**src/rtl/dma_to_sram_pkg.sv**
```systemverilog
// Shared definitions for the DMA-to-SRAM adapter: width helpers and the read response record.
package dma_to_sram_pkg;

    localparam int unsigned rsp_data_width_lp     = 64;
    localparam int unsigned default_strb_width_lp = rsp_data_width_lp / 32'd8;

    function automatic int unsigned idx_width(input int unsigned els);
        return (els > 32'd1) ? $clog2(els) : 32'd1;
    endfunction

    function automatic int unsigned strb_width(input int unsigned data_width);
        return data_width / 32'd8;
    endfunction

    typedef struct packed {
        logic                         oor;
        logic [rsp_data_width_lp-1:0] data;
    } dma_rsp_t;

endpackage

```
**src/rtl/dma_to_sram_if.sv**
```systemverilog
// DMA request/response port plus the SRAM access port, seen from the adapter (slave) or its environment (master).
interface dma_to_sram_if
    import dma_to_sram_pkg::*;
#(
    parameter int unsigned addr_width_p = 64,
    parameter int unsigned data_width_p = 64,
    parameter int unsigned els_p        = 1024
);
    localparam int unsigned strb_width_lp     = strb_width(data_width_p);
    localparam int unsigned mem_addr_width_lp = idx_width(els_p);

    logic                         v_i;
    logic                         we_i;
    logic [addr_width_p-1:0]      addr_i;
    logic [strb_width_lp-1:0]     be_i;
    logic [data_width_p-1:0]      data_i;
    logic                         ready_o;
    logic                         v_o;
    logic [data_width_p-1:0]      data_o;
    logic                         ready_i;
    logic                         mem_v_o;
    logic                         mem_w_o;
    logic [mem_addr_width_lp-1:0] mem_addr_o;
    logic [strb_width_lp-1:0]     mem_wmask_o;
    logic [data_width_p-1:0]      mem_data_o;
    logic [data_width_p-1:0]      mem_data_i;

    modport slave (
        input  v_i, we_i, addr_i, be_i, data_i, ready_i, mem_data_i,
        output ready_o, v_o, data_o, mem_v_o, mem_w_o, mem_addr_o, mem_wmask_o, mem_data_o
    );

    modport master (
        output v_i, we_i, addr_i, be_i, data_i, ready_i, mem_data_i,
        input  ready_o, v_o, data_o, mem_v_o, mem_w_o, mem_addr_o, mem_wmask_o, mem_data_o
    );

endinterface

```
**src/rtl/dma_to_sram_rsp_fifo.sv**
```systemverilog
// Circular-buffer response FIFO (1r1w, valid/ready); a full FIFO still accepts when its head leaves that cycle.
module dma_rsp_fifo
    import dma_to_sram_pkg::*;
#(
    parameter int unsigned els_p   = 2,
    parameter int unsigned width_p = 64
) (
    input  logic               clk_i,
    input  logic               reset_i,
    input  logic               v_i,
    input  logic [width_p-1:0] data_i,
    output logic               ready_o,
    output logic               v_o,
    output logic [width_p-1:0] data_o,
    input  logic               yumi_i
);
    localparam int unsigned ptr_width_lp   = idx_width(els_p);
    localparam int unsigned count_width_lp = $clog2(els_p + 32'd1);

    logic [width_p-1:0]        mem_r [els_p];
    logic [ptr_width_lp-1:0]   rd_ptr_r;
    logic [ptr_width_lp-1:0]   wr_ptr_r;
    logic [count_width_lp-1:0] count_r;
    logic                      enq_s;
    logic                      deq_s;

    function automatic logic [ptr_width_lp-1:0] next_ptr(input logic [ptr_width_lp-1:0] ptr);
        if (ptr == ptr_width_lp'(els_p - 32'd1)) begin
            return {ptr_width_lp{1'b0}};
        end else begin
            return ptr + ptr_width_lp'(1'b1);
        end
    endfunction

    assign v_o     = (count_r != {count_width_lp{1'b0}});
    assign ready_o = (count_r != count_width_lp'(els_p)) | yumi_i;
    assign deq_s   = v_o & yumi_i;
    assign enq_s   = v_i & ready_o;
    assign data_o  = mem_r[rd_ptr_r];

    // Pointer and occupancy state
    always_ff @(posedge clk_i) begin
        if (reset_i) begin
            rd_ptr_r <= {ptr_width_lp{1'b0}};
            wr_ptr_r <= {ptr_width_lp{1'b0}};
            count_r  <= {count_width_lp{1'b0}};
        end else begin
            if (enq_s) begin
                wr_ptr_r <= next_ptr(wr_ptr_r);
            end
            if (deq_s) begin
                rd_ptr_r <= next_ptr(rd_ptr_r);
            end
            case ({enq_s, deq_s})
                2'b10:   count_r <= count_r + count_width_lp'(1'b1);
                2'b01:   count_r <= count_r - count_width_lp'(1'b1);
                default: count_r <= count_r;
            endcase
        end
    end

    // Storage is not reset; occupancy alone decides which entries are live
    always_ff @(posedge clk_i) begin
        if (enq_s) begin
            mem_r[wr_ptr_r] <= data_i;
        end
    end

endmodule

```
**src/rtl/dma_to_sram.sv**
```systemverilog
// DMA request port to single-port SRAM (1-cycle read latency) with credit-limited, backpressured read responses.
module dma_to_sram
    import dma_to_sram_pkg::*;
#(
    parameter int unsigned             addr_width_p = 64,
    parameter int unsigned             data_width_p = 64,
    parameter int unsigned             els_p        = 1024,
    parameter logic [addr_width_p-1:0] base_addr_p  = {addr_width_p{1'b0}},
    parameter int unsigned             rsp_els_p    = 2
) (
    input  logic         clk_i,
    input  logic         reset_i,
    dma_to_sram_if.slave bus
);
    localparam int unsigned strb_width_lp     = strb_width(data_width_p);
    localparam int unsigned offset_bits_lp    = $clog2(strb_width_lp);
    localparam int unsigned mem_addr_width_lp = idx_width(els_p);
    localparam int unsigned credit_width_lp   = $clog2(rsp_els_p + 32'd1);

    logic [addr_width_p-1:0]    offset_s;
    logic [addr_width_p-1:0]    idx_full_s;
    logic                       in_range_s;
    logic                       ready_s;
    logic                       accept_s;
    logic                       rd_accept_s;
    logic                       rd_pending_r;
    logic                       rd_oor_r;
    logic [credit_width_lp-1:0] credits_r;
    logic [data_width_p-1:0]    rsp_data_s;
    logic [data_width_p-1:0]    fifo_data_s;
    logic                       fifo_v_s;
    logic                       fifo_ready_s;
    logic                       fifo_enq_s;
    logic                       fifo_deq_s;
    logic                       bypass_s;
    logic                       rsp_fire_s;

    // Byte address to SRAM word index; offset bits below a word are ignored
    always_comb begin
        offset_s   = bus.addr_i - base_addr_p;
        idx_full_s = offset_s >> offset_bits_lp;
        in_range_s = (bus.addr_i >= base_addr_p) && (idx_full_s < addr_width_p'(els_p));
    end

    // Request acceptance and same-cycle SRAM access; ready never looks at v_i
    always_comb begin
        ready_s         = ~reset_i & (credits_r < credit_width_lp'(rsp_els_p));
        accept_s        = bus.v_i & ready_s;
        rd_accept_s     = accept_s & ~bus.we_i;
        bus.ready_o     = ready_s;
        bus.mem_v_o     = accept_s & in_range_s;
        bus.mem_w_o     = accept_s & in_range_s & bus.we_i;
        bus.mem_addr_o  = idx_full_s[mem_addr_width_lp-1:0];
        bus.mem_wmask_o = bus.be_i;
        bus.mem_data_o  = bus.data_i;
    end

    // Completing read bypasses the FIFO only when nothing older is waiting
    assign rsp_data_s = rd_oor_r ? {data_width_p{1'b0}} : bus.mem_data_i;
    assign bypass_s   = rd_pending_r & ~fifo_v_s & bus.ready_i;
    assign fifo_enq_s = rd_pending_r & ~bypass_s & fifo_ready_s;
    assign fifo_deq_s = fifo_v_s & bus.ready_i;
    assign rsp_fire_s = (fifo_v_s | rd_pending_r) & bus.ready_i;
    assign bus.v_o    = fifo_v_s | rd_pending_r;
    assign bus.data_o = fifo_v_s ? fifo_data_s : rsp_data_s;

    // Read in flight toward the SRAM and outstanding-response credits
    always_ff @(posedge clk_i) begin
        if (reset_i) begin
            rd_pending_r <= 1'b0;
            rd_oor_r     <= 1'b0;
            credits_r    <= {credit_width_lp{1'b0}};
        end else begin
            rd_pending_r <= rd_accept_s;
            rd_oor_r     <= rd_accept_s & ~in_range_s;
            case ({rd_accept_s, rsp_fire_s})
                2'b10:   credits_r <= credits_r + credit_width_lp'(1'b1);
                2'b01:   credits_r <= credits_r - credit_width_lp'(1'b1);
                default: credits_r <= credits_r;
            endcase
        end
    end

    dma_rsp_fifo #(
        .els_p   (rsp_els_p),
        .width_p (data_width_p)
    ) u_rsp_fifo (
        .clk_i   (clk_i),
        .reset_i (reset_i),
        .v_i     (fifo_enq_s),
        .data_i  (rsp_data_s),
        .ready_o (fifo_ready_s),
        .v_o     (fifo_v_s),
        .data_o  (fifo_data_s),
        .yumi_i  (fifo_deq_s)
    );

endmodule

```
**src/flat_wrapper.sv**
```systemverilog
// flat-port wrapper written by rule: the top's interface ports become plain ports
module dma_to_sram_flat import dma_to_sram_pkg::*;
#(
    parameter int unsigned             addr_width_p = 64,
    parameter int unsigned             data_width_p = 64,
    parameter int unsigned             els_p        = 1024,
    parameter logic [addr_width_p-1:0] base_addr_p  = {addr_width_p{1'b0}},
    parameter int unsigned             rsp_els_p    = 2
)
  (clk_i, reset_i, bus_v_i, bus_we_i, bus_addr_i, bus_be_i, bus_data_i, bus_ready_i, bus_mem_data_i, bus_ready_o, bus_v_o, bus_data_o, bus_mem_v_o, bus_mem_w_o, bus_mem_addr_o, bus_mem_wmask_o, bus_mem_data_o);
  dma_to_sram_if #(.addr_width_p(addr_width_p), .data_width_p(data_width_p), .els_p(els_p)) bus_i ();
  input  logic clk_i;
  input  logic reset_i;
  input wire logic [$bits(bus_i.v_i)-1:0] bus_v_i;
  input wire logic [$bits(bus_i.we_i)-1:0] bus_we_i;
  input wire logic [$bits(bus_i.addr_i)-1:0] bus_addr_i;
  input wire logic [$bits(bus_i.be_i)-1:0] bus_be_i;
  input wire logic [$bits(bus_i.data_i)-1:0] bus_data_i;
  input wire logic [$bits(bus_i.ready_i)-1:0] bus_ready_i;
  input wire logic [$bits(bus_i.mem_data_i)-1:0] bus_mem_data_i;
  output wire logic [$bits(bus_i.ready_o)-1:0] bus_ready_o;
  output wire logic [$bits(bus_i.v_o)-1:0] bus_v_o;
  output wire logic [$bits(bus_i.data_o)-1:0] bus_data_o;
  output wire logic [$bits(bus_i.mem_v_o)-1:0] bus_mem_v_o;
  output wire logic [$bits(bus_i.mem_w_o)-1:0] bus_mem_w_o;
  output wire logic [$bits(bus_i.mem_addr_o)-1:0] bus_mem_addr_o;
  output wire logic [$bits(bus_i.mem_wmask_o)-1:0] bus_mem_wmask_o;
  output wire logic [$bits(bus_i.mem_data_o)-1:0] bus_mem_data_o;
  assign bus_i.v_i = bus_v_i;
  assign bus_i.we_i = bus_we_i;
  assign bus_i.addr_i = bus_addr_i;
  assign bus_i.be_i = bus_be_i;
  assign bus_i.data_i = bus_data_i;
  assign bus_i.ready_i = bus_ready_i;
  assign bus_i.mem_data_i = bus_mem_data_i;
  assign bus_ready_o = bus_i.ready_o;
  assign bus_v_o = bus_i.v_o;
  assign bus_data_o = bus_i.data_o;
  assign bus_mem_v_o = bus_i.mem_v_o;
  assign bus_mem_w_o = bus_i.mem_w_o;
  assign bus_mem_addr_o = bus_i.mem_addr_o;
  assign bus_mem_wmask_o = bus_i.mem_wmask_o;
  assign bus_mem_data_o = bus_i.mem_data_o;
  dma_to_sram #(.addr_width_p(addr_width_p), .data_width_p(data_width_p), .els_p(els_p), .base_addr_p(base_addr_p), .rsp_els_p(rsp_els_p)) u_core (.clk_i(clk_i), .reset_i(reset_i), .bus(bus_i));
endmodule
```
**config.mk**
```make
export PLATFORM = sky130hd
export DESIGN_NAME = dma_to_sram_flat
export DESIGN_NICKNAME = d
export VERILOG_FILES = /design/src/rtl/dma_to_sram_pkg.sv /design/src/rtl/dma_to_sram_if.sv /design/src/rtl/dma_to_sram_rsp_fifo.sv /design/src/rtl/dma_to_sram.sv /design/src/flat_wrapper.sv
export SDC_FILE = /design/constraint.sdc
export NUM_CORES = 1
export LEC_CHECK = 0
export BUFFER_PORTS_ARGS = -buffer_cell sky130_fd_sc_hd__buf_2
export CELL_PAD_IN_SITES_DETAIL_PLACEMENT = 0
export CELL_PAD_IN_SITES_GLOBAL_PLACEMENT = 1
export CORE_UTILIZATION = 37
export CTS_CLUSTER_SIZE = 25
export DETAILED_ROUTE_END_ITERATION = 10
export PLACE_DENSITY_LB_ADDON = 0.2
export SYNTH_ARGS = -nofsm -noshare
export SYNTH_HDL_FRONTEND = slang
export SYNTH_SLANG_ARGS = --single-unit
export TNS_END_PERCENT = 30
```
**constraint.sdc**
```tcl
create_clock -name clk_i -period 9.3 [get_ports clk_i]
set_input_delay 1.86 -clock clk_i [delete_from_list [all_inputs] [get_ports clk_i]]
set_output_delay 1.86 -clock clk_i [all_outputs]
set_load 0.05 [all_outputs]
```
==> results_dict.tcl <==
set metrics [dict create \
    max_clock_freq_mhz 184 \
    antenna_found_initial 1 \
    drt-total-wl_mm 17.3 \
    placed_cell_area_um2 7240 \
    io_buffers 187 \
    finish.utilization_pct 44.8 \
    outcome "finished, final reports clean" \
    fin_setup_tns_ns 0 \
    via_count 4301 \
    postCtsSetupBuffers 0 \
    finClkSkew_ns 0.00893 \
    r2r_cells 4 \
    ant_nets 0 \
    crit_end "bus_mem_w_o" \
    synth.area.top_cells "edfxtp_1 57%, mux2i_1 9.5%, buf_4 9.2%, nor2b_1 6.1%, a21oi_1 4.9%" \
    clk_pin_slew_ns 0.06 \
    cts_tree "built" \
    hold_viol 0 \
    p_total_mw 1.89 \
    grt_start_max_net_pins 73 \
    area_growth_pct 16.6 \
    syn_inst 557 \
    setup_ws_ns 3.86 \
    rsz0062_at_grt "no" \
    cp.required_ns 7.44 \
    numCtsBuffers 17 \
    seq_area_frac_synth_pct 60.0 \
    min_path_type "reg -> reg" \
    via_per_inst 4.80 \
    startpoint "bus_addr_i[20]" \
    final_cells 896 \
    ys_ff_latch 137 \
    syn_area_per_cell_um2 12.0 \
    dr.pass1.iters 4 \
    cts_root_buf "clkbuf_16" \
    syn_nets 764 \
    critPathSlowestCell "nor4_1" \
    seqCellArea_um2 4030 \
    layout-drive-gt1-share_pct 34.6 \
    fillers 1653 \
    die_area_um2 18700 \
    wl_per_cell_um 19.3 \
    place_congestion 0.808 \
    final_nets 864 \
    clk_latency_ns 0.42 \
    p_per_area_nw_per_um2 241 \
    setup_violations 0 \
    holdBufCountCts 0 \
    htreeDepth 4 \
    path_max_fanout 3 \
    endpoint_kind "primary output" \
    grt_pass1_wl_mm 23.9 \
    total_leakage_power_nw 2.91 \
    ctsResizeCount 0 \
    pin_count 355 \
    pre_cts_slack_ns 3.79 \
    slew_viol_final 0 \
    rows 48 \
    worstReg2RegEnd "u_core.u_rsp_fifo.mem_r[1][57]" \
    path_cells "buf_2, nor4_1, nand4_1, nor4_2, and4_1, buf_2" \
    ys_types 26 \
    drc_errors 0 \
    slew_headroom_pct 50.5 \
    vdd_ir_drop_max_mv 0.134 \
    max_stage_delay_ns 0.47 \
    critPathLaunchType "primary input" \
    rrSetupSlack_ns 6.98 \
    coreArea_um2 17500 \
    critical_path_class "in -> out" \
    cpMostUsedCell "buf_2" \
    multiInputGateArea_um2 1950 \
    synth_top_cell_area_share_pct 57.3 \
    grt.total_usage_pct 18.1 \
    die_w_um 137 \
    yosysTopAreaCell "edfxtp_1" \
    postLayoutCellArea_um2 7820 \
    rr_startpoint "u_core.u_rsp_fifo.count_r[1]" \
    cap_violations 0 \
    grt_pass1_vias 4121 \
    start_util_pct 38.4 \
    cp.arrival_ns 3.58 \
    yosys_warnings 0 \
    whs_ns 0.501 \
    clock_sinks 137 \
    drtIter0Drc 161 \
    dp.cells 863 \
    fin_crit_sh_pct 58.5 \
    cts_max_path_buffers 2 \
    place_hpwl_mm 12.1 \
    die_y_um 137 \
    grt_overflow_total 0 \
    tightest_slew_ns 0.741 \
    synth.cell_area_um2 6710 \
    period_minus_slack_ns 5.44 \
]
==> power by group <==
group	leakage (nW)	switching (mW)	internal, mW
Clock	0.269	0.261	0.394
Combinational	1.40	0.393	0.132
Sequential	1.24	0.0156	0.693
Total	2.91	0.670	1.22
==> cells by family after synthesis <==
group	count (synthesis)	share of synthesized area (%)
xor gates and xnor gates	7	0.914
muxes	64	9.55
and+or+nand+nor	165	12.8
buffers and inverters	113	11.2
adders and majority gates	2	0.373
DFF	137	60.0
AOI/OAI and AO/OA	69	5.20
==> cell type report <==
| class | count | area share (%) |
|---|---|---|
| clock inverter | 15 | 1.94 |
| tap | 225 | 3.60 |
| clock buffer | 17 | 5.44 |
| inverter | 2 | 0.0960 |
| antenna | 1 | 0.0320 |
| timing repair buffer | 192 | 12.4 |
| multi-input combinational | 307 | 24.9 |
| sequential | 137 | 51.5 |
==> per-layer routing <==
metal,vias to the layer above,wire [um],track usage (%)
met5,-,67,2.78
met4,2,583,8.89
met3,35,1950,9.85
met2,219,8510,30.0
met1,1950,6150,18.2
li1,2095,-,-
==> registers in the layout, indices dropped and copies added (netlist names), named ones only <==
register / flops
u_core.u_rsp_fifo.count_r: 2
u_core.credits_r: 2
u_core.rd_pending_r: 1
u_core.u_rsp_fifo.wr_ptr_r: 1
u_core.u_rsp_fifo.mem_r: 128
u_core.rd_oor_r: 1
u_core.u_rsp_fifo.rd_ptr_r: 1
==> cell usage in the layout, fill, tap and decap left out, drive strengths merged <==
master and count:
dfxtp 9, ha 2, xnor2 5, and2 2, a21oi 66, inv 4
and4 1, clkinvlp 5, nor3 1, xor2 2, buf 192, nor2b 65
o21ai 3, clkbuf 17, nor4 13, nand2 2, mux2i 64, diode 1
edfxtp 128, nor2 74, or2 1, clkinv 6, bufinv 2, nand4 2
nand3 1, or3 3
==> worst max-delay path: cells and delay by family <==
kind                   cells  cell delay [ns]
buffers and inverters      2             0.36
and+or+nand+nor            4             1.36
==> cells in the mapped netlist <==
| cell type | count |
|---|---|
| nand2_2 | 1 |
| ha_1 | 2 |
| nor4_2 | 2 |
| o21ai_0 | 2 |
| nor2_1 | 74 |
| xnor2_1 | 5 |
| and4_1 | 1 |
| xor2_1 | 2 |
| nor2b_1 | 65 |
| mux2i_1 | 64 |
| nand2_1 | 1 |
| inv_1 | 2 |
| o21ai_2 | 1 |
| dfxtp_1 | 9 |
| buf_2 | 16 |
| or2_1 | 1 |
| nor4_1 | 11 |
| a21oi_1 | 66 |
| or3_1 | 3 |
| nor3_1 | 1 |
| buf_4 | 82 |
| and2_1 | 2 |
| edfxtp_1 | 128 |
| clkbuf_1 | 13 |
| nand3_1 | 1 |
| nand4_1 | 2 |
==> worst min-delay path by stage <==
stage	to	startpoint	slack, ns	cells past startpoint
3_3_place_gp	u_core.credits_r[1]	u_core.credits_r[1]	0.47	2
3_5_place_dp	u_core.credits_r[1]	u_core.credits_r[1]	0.49	2
4_1_cts	u_core.credits_r[1]	u_core.credits_r[1]	0.50	2
2_1_floorplan	u_core.credits_r[1]	u_core.credits_r[1]	0.46	2
6_report	u_core.credits_r[1]	u_core.credits_r[1]	0.50	2
5_1_grt	u_core.credits_r[1]	u_core.credits_r[1]	0.56	2
Note: power is estimated with default switching activity, not from simulation.
